$ cat config.mk
export PLATFORM = sky130hd
export DESIGN_NAME = mem_fetch_seq
export DESIGN_NICKNAME = d
export VERILOG_FILES = /design/src/rtl/d6809_pkg.sv /design/src/rtl/fetch_timeout_ctr.sv /design/src/rtl/mem_fetch_seq.sv
export SDC_FILE = /design/constraint.sdc
export NUM_CORES = 1
export LEC_CHECK = 0
export ABC_CLOCK_PERIOD_IN_PS = 2200
export BUFFER_PORTS_ARGS = -buffer_cell sky130_fd_sc_hd__buf_4
export CAP_MARGIN = 10
export CORE_UTILIZATION = 54
export DETAILED_ROUTE_END_ITERATION = 7
export GPL_TIMING_DRIVEN = 0
export PLACE_DENSITY = 0.84
export SYNTH_ARGS = -nofsm -noshare
export SYNTH_HDL_FRONTEND = slang
export SYNTH_SLANG_ARGS = --single-unit
export TNS_END_PERCENT = 10
$ cat constraint.sdc
create_clock -name clk -period 2.2 [get_ports clk]
set_input_delay 0.44 -clock clk [delete_from_list [all_inputs] [get_ports clk]]
set_output_delay 0.44 -clock clk [all_outputs]
set_load 0.1 [all_outputs]
$ cat src/rtl/d6809_pkg.sv
// d6809_pkg: shared definitions for the d6809 memory fetch path.
// Holds default bus widths, the fetch sequencer state encoding and the
// register-file destination slot indices used by CtrlUnit requests.
package d6809_pkg;

    // Default widths for the fetch path
    localparam int unsigned D6809_ADDR_W  = 16;
    localparam int unsigned D6809_DATA_W  = 8;
    localparam int unsigned D6809_LEN_W   = 3;
    localparam int unsigned D6809_DST_W   = 4;
    localparam int unsigned D6809_TIMEOUT = 15;

    // Fetch sequencer states
    typedef enum logic [1:0] {
        ST_IDLE = 2'd0,
        ST_READ = 2'd1,
        ST_DONE = 2'd2
    } fetch_state_e;

    // Register-file destination slots; 16-bit registers use a high/low pair
    // so a big-endian burst lands high byte first.
    localparam logic [D6809_DST_W-1:0] DST_IR  = 4'd0;
    localparam logic [D6809_DST_W-1:0] DST_ARH = 4'd1;
    localparam logic [D6809_DST_W-1:0] DST_ARL = 4'd2;
    localparam logic [D6809_DST_W-1:0] DST_T   = 4'd3;
    localparam logic [D6809_DST_W-1:0] DST_A   = 4'd4;
    localparam logic [D6809_DST_W-1:0] DST_B   = 4'd5;
    localparam logic [D6809_DST_W-1:0] DST_XH  = 4'd6;
    localparam logic [D6809_DST_W-1:0] DST_XL  = 4'd7;
    localparam logic [D6809_DST_W-1:0] DST_YH  = 4'd8;
    localparam logic [D6809_DST_W-1:0] DST_YL  = 4'd9;

endpackage

$ cat src/rtl/fetch_timeout_ctr.sv
// fetch_timeout_ctr: counts consecutive wait cycles of a pending memory read
// and flags the cycle in which the count would reach TIMEOUT.
// Ports:
//   clk, reset  - clock, async active-low reset
//   en          - a wait cycle is in progress (read pending, no ack)
//   clr         - restart the count (ack seen or not reading)
//   expire_c    - combinational: this wait cycle hits the TIMEOUT bound
// TIMEOUT = 0 disables expiry entirely.
module fetch_timeout_ctr #(
    parameter int unsigned TIMEOUT = 15
) (
    input  logic clk,
    input  logic reset,
    input  logic en,
    input  logic clr,
    output logic expire_c
);

    localparam int unsigned   CW   = (TIMEOUT > 2) ? $clog2(TIMEOUT) : 1;
    localparam logic [CW-1:0] LAST = CW'((TIMEOUT > 0) ? (TIMEOUT - 1) : 0);

    logic [CW-1:0] cnt;

    // cnt holds the number of wait cycles already seen
    assign expire_c = (TIMEOUT != 0) && en && (cnt == LAST);

    always_ff @(posedge clk or negedge reset) begin
        if (!reset) begin
            cnt <= '0;
        end else if (clr || expire_c) begin
            cnt <= '0;
        end else if (en) begin
            cnt <= cnt + CW'(1);
        end
    end

endmodule

$ cat src/rtl/mem_fetch_seq.sv
// mem_fetch_seq: handshaked multi-byte fetch sequencer. Reads req_len
// consecutive bytes from a wait-stated memory port and writes them,
// big-endian, to consecutive register-file slots starting at req_dst.
// Ports:
//   clk, reset                       - clock, async active-low reset
//   req_valid/req_ready              - request handshake (ready = IDLE)
//   req_addr, req_len, req_dst       - first address, byte count, first slot
//   mem_rd, mem_addr                 - read strobe/address, held until ack
//   mem_rdata, mem_ack               - read data and completion
//   wr_en, wr_dst, wr_data           - register-file write, one cycle per byte
//   done, err                        - burst-complete pulse, timeout flag
//   next_addr                        - address after last acked byte
//   busy                             - sequencer not idle
module mem_fetch_seq
    import d6809_pkg::*;
#(
    parameter int unsigned ADDR_W  = D6809_ADDR_W,
    parameter int unsigned DATA_W  = D6809_DATA_W,
    parameter int unsigned LEN_W   = D6809_LEN_W,
    parameter int unsigned DST_W   = D6809_DST_W,
    parameter int unsigned TIMEOUT = D6809_TIMEOUT
) (
    input  logic              clk,
    input  logic              reset,
    input  logic              req_valid,
    output logic              req_ready,
    input  logic [ADDR_W-1:0] req_addr,
    input  logic [LEN_W-1:0]  req_len,
    input  logic [DST_W-1:0]  req_dst,
    output logic              mem_rd,
    output logic [ADDR_W-1:0] mem_addr,
    input  logic [DATA_W-1:0] mem_rdata,
    input  logic              mem_ack,
    output logic              wr_en,
    output logic [DST_W-1:0]  wr_dst,
    output logic [DATA_W-1:0] wr_data,
    output logic              done,
    output logic              err,
    output logic [ADDR_W-1:0] next_addr,
    output logic              busy
);

    fetch_state_e     state;
    logic [ADDR_W-1:0] addr;
    logic [LEN_W-1:0]  remaining;
    logic [DST_W-1:0]  dst;
    logic              wait_c;
    logic              expire_c;

    assign req_ready = (state == ST_IDLE);
    assign mem_addr  = addr;
    assign wait_c    = (state == ST_READ) && !mem_ack;

    fetch_timeout_ctr #(
        .TIMEOUT (TIMEOUT)
    ) u_timeout (
        .clk      (clk),
        .reset    (reset),
        .en       (wait_c),
        .clr      (!wait_c),
        .expire_c (expire_c)
    );

    // Sequencer FSM with registered outputs; wr_en/done/err are pulses
    always_ff @(posedge clk or negedge reset) begin
        if (!reset) begin
            state     <= ST_IDLE;
            addr      <= '0;
            remaining <= '0;
            dst       <= '0;
            mem_rd    <= 1'b0;
            wr_en     <= 1'b0;
            wr_dst    <= '0;
            wr_data   <= '0;
            done      <= 1'b0;
            err       <= 1'b0;
            next_addr <= '0;
            busy      <= 1'b0;
        end else begin
            wr_en <= 1'b0;
            done  <= 1'b0;
            err   <= 1'b0;
            unique case (state)
                ST_IDLE: begin
                    if (req_valid) begin
                        addr      <= req_addr;
                        remaining <= req_len;
                        dst       <= req_dst;
                        busy      <= 1'b1;
                        if (req_len == '0) begin
                            // Empty burst completes without touching memory
                            state     <= ST_DONE;
                            done      <= 1'b1;
                            next_addr <= req_addr;
                        end else begin
                            state  <= ST_READ;
                            mem_rd <= 1'b1;
                        end
                    end
                end
                ST_READ: begin
                    if (mem_ack) begin
                        wr_en     <= 1'b1;
                        wr_data   <= mem_rdata;
                        wr_dst    <= dst;
                        addr      <= addr + ADDR_W'(1);
                        dst       <= dst + DST_W'(1);
                        remaining <= remaining - LEN_W'(1);
                        if (remaining == LEN_W'(1)) begin
                            state     <= ST_DONE;
                            mem_rd    <= 1'b0;
                            done      <= 1'b1;
                            next_addr <= addr + ADDR_W'(1);
                        end
                    end else if (expire_c) begin
                        // Abort: pending byte is dropped, earlier writes stand
                        state     <= ST_DONE;
                        mem_rd    <= 1'b0;
                        done      <= 1'b1;
                        err       <= 1'b1;
                        next_addr <= addr;
                    end
                end
                ST_DONE: begin
                    state <= ST_IDLE;
                    busy  <= 1'b0;
                end
                default: begin
                    state  <= ST_IDLE;
                    mem_rd <= 1'b0;
                    busy   <= 1'b0;
                end
            endcase
        end
    end

endmodule

==> metrics <==
run status complete, no violations; share of the clock period used by the worst path after layout 95.3%; maximum clock frequency 477 MHz; maximum number of pins on one net before global-route repair 63; via count of the routed design 3,519; # IOs 85; Synth cell types 64; fraction of the yosys area taken by sequential cells 43.8%; largest fanout on the critical path 10; critical path type register to register; max-cap check violation count 0; gr ovfl total 0; Pre-antenna DRT Iters 6; via density per instance 6.23; worst-case setup slack after placement -0.0827 ns; global-route wire length before repair about 17 mm; Std-Cell Rows 29; Syn. warnings 0; floorplan die width between 80 and 90 um; Data arrival, critical path about 2.3 ns; fraction of synthesized cell area taken by the top area cell type 43.8%; die area 0.00689 mm^2; cell taking the most area after synthesis sky130_fd_sc_hd__dfrtp_1; filler cell count in the final layout 467; cells after synthesis 389; area growth from synthesis to final layout 27.6%; commonest non-fill, non-tap cell in the layout sky130_fd_sc_hd__buf_4; clock insertion delay at the later pin of the skew report 0.34 ns; antenna violation net count after detailed routing 0; count of nets after finishing about 520; flops & latches, synth 62; average routed wire per standard cell 18.2 um; leading cell types by total area after synthesis sky130_fd_sc_hd__dfrtp_1 (44%), sky130_fd_sc_hd__nand2_1 (6.7%), sky130_fd_sc_hd__a21oi_1 (5.1%); nature of the critical path startpoint register; Clock Sink Count 62; fraction of layout cells with a size suffix above 1 a little under a third; Clock transition at path regs approximately 0.07 ns; number of enable flip-flop cells after synthesis 0; critical path endpoint category register; final number of setup-violating endpoints 0; data required time of the worst path 2.42 ns; count of unresolved DRC violations after routing 0; number of global-route vias before repair 3,388; core region area around 0.0063 mm^2; total routed wirelength slightly above 10 mm; antenna violations before repair 0; cell total after placement 549; worst hold-check slack 0.192 ns; total of cells resized after clock tree synthesis 1; total count of hold-check failures in the final report 0; hpwl dp 7.11 mm; most common flop cell mapped by yosys sky130_fd_sc_hd__dfrtp_1; final worst clock skew about 0.0086 ns; non-filler cells in the finished layout 565; Reg-to-Reg Start state[1]; library cell used as clock root buffer sky130_fd_sc_hd__clkbuf_8; least setup slack across all paths after layout ~0.10 ns; relative slew slack 47.9%; Worst-Margin Slew 0.782 ns; max-slew violations 0; leading cell types in the layout, fill and taps excluded sky130_fd_sc_hd__buf_4 (86), sky130_fd_sc_hd__nand2_1 (63), sky130_fd_sc_hd__dfrtp_1 (51), sky130_fd_sc_hd__a21oi_1 (35), sky130_fd_sc_hd__nor2_1 (22); total nets after synthesis 430; I/O Buffers 83; r2r endpoint next_addr[10]; cts-stage hold buffer count 0; Post-Syn Area 0.00354 mm^2; post-CTS setup buffers 0; slack of the worst reg-to-reg path 0.10 ns; starting density of the core a little under three fifths; clock tree from TritonCTS yes; share of async-settable or async-resettable flops after synthesis 100%; Hold/Removal Path Class input port to async pin; Register-to-Register Path Depth 7; Avg Synthesized Cell Area approximately 9 um^2; H-tree depth 3; antenna diode count 0; GPL Wtd Cong 0.918; unrepaired setup endpoints after global routing no; die span in y 83.0 um; CTS Buffer Depth 2; Tmin final roughly 2.1 ns; drt first-iter violations 375; Final TNS setup 0 ns; TritonCTS buffer count 9; Overall Global Routing Usage a little under a third
==> Yosys cell counts (3+ instances only) <==
master,instances
sky130_fd_sc_hd__a31oi_1,4
sky130_fd_sc_hd__a21oi_1,36
sky130_fd_sc_hd__nand3_1,17
sky130_fd_sc_hd__o22ai_1,9
sky130_fd_sc_hd__buf_4,3
sky130_fd_sc_hd__nand2b_1,7
sky130_fd_sc_hd__o21ai_0,20
sky130_fd_sc_hd__xor2_1,4
sky130_fd_sc_hd__nand3b_1,3
sky130_fd_sc_hd__buf_6,4
sky130_fd_sc_hd__o31ai_1,5
sky130_fd_sc_hd__dfrtp_1,62
sky130_fd_sc_hd__mux2_2,6
sky130_fd_sc_hd__nor4_1,4
sky130_fd_sc_hd__ha_1,6
sky130_fd_sc_hd__o221ai_1,4
sky130_fd_sc_hd__clkbuf_1,10
sky130_fd_sc_hd__and2_1,5
sky130_fd_sc_hd__and4_1,3
sky130_fd_sc_hd__inv_1,7
sky130_fd_sc_hd__nand2_1,63
sky130_fd_sc_hd__nand4_1,9
sky130_fd_sc_hd__nor3_1,5
sky130_fd_sc_hd__buf_2,12
sky130_fd_sc_hd__a2bb2oi_1,8
sky130_fd_sc_hd__nor2_1,22
sky130_fd_sc_hd__xnor2_1,3
==> final cells by class <==
class / count / area [um^2] / area share, %
Multi-Input combinational cell: 286 / 1740 / 38.4
Sequential cell: 62 / 1570 / 34.7
Timing Repair Buffer: 83 / 623 / 13.8
Buffer: 33 / 230 / 5.09
Clock buffer: 10 / 128 / 2.82
Clock inverter: 6 / 110 / 2.43
Tap cell: 77 / 96.3 / 2.13
Inverter: 8 / 30.0 / 0.664
==> sequential cells by signal, summed over array words and instances, names as in the netlist <==
name,flops
next_addr,16
wr_en,1
err,1
remaining,3
mem_addr,16
state,2
dst,4
done,1
wr_dst,4
u_timeout.cnt,4
wr_data,8
mem_rd,1
busy,1
==> worst max-delay path: stages (launching register included) <==
cell	delay [ns]
sky130_fd_sc_hd__dfrtp_1	0.36
sky130_fd_sc_hd__buf_4	0.16
sky130_fd_sc_hd__nor3b_2	0.33
sky130_fd_sc_hd__and2_1	0.37
sky130_fd_sc_hd__or2_1	0.17
sky130_fd_sc_hd__buf_6	0.13
sky130_fd_sc_hd__buf_8	0.15
sky130_fd_sc_hd__mux2_4	0.31
==> per-layer routing <==
metal / routed length (um) / global-route usage (%)
met5: 0 / 0
met4: 324 / 13.5
met3: 957 / 6.16
met2: 4760 / 48.9
met1: 4220 / 40.7
==> stage by stage <==
| stage | cell area (um^2) | utilization [%] |
|---|---|---|
| floorplan | 3560 | - |
| global placement | 4280 | 67.4 |
| detailed placement | 4280 | 67.4 |
| CTS | 4520 | 71.2 |
| global route | 4520 | 71.2 |
| finish | 4520 | 71.2 |
==> kinds of logic (layout without fill, tap and decap cells) <==
kind of cell	Yosys count	count (layout)	share of synthesized area (%)
adder cells (fa/ha/maj)	6	6	2.12
flip-flops	62	62	43.8
buffers and inverters	41	140	7.34
multiplexers	9	9	2.89
XOR/XNOR	7	7	1.73
AND/OR/NAND/NOR	156	156	22.6
AO/OA/AOI/OAI	108	108	19.6
==> how the worst max path moves through the flow <==
stage	from	endpoint	slack (ns)	cells past startpoint
floorplan	mem_addr[1]	next_addr[14]	-0.06	5
global placement	mem_ack	next_addr[10]	-0.08	7
detailed placement	mem_ack	next_addr[10]	-0.08	7
CTS	u_timeout.cnt[0]	next_addr[10]	0.11	8
global route	u_timeout.cnt[0]	next_addr[10]	0.05	8
finish	state[1]	next_addr[10]	0.10	7
Power is not shown: default switching activity piles up to over one toggle a cycle in this logic, so the estimate is an artifact.
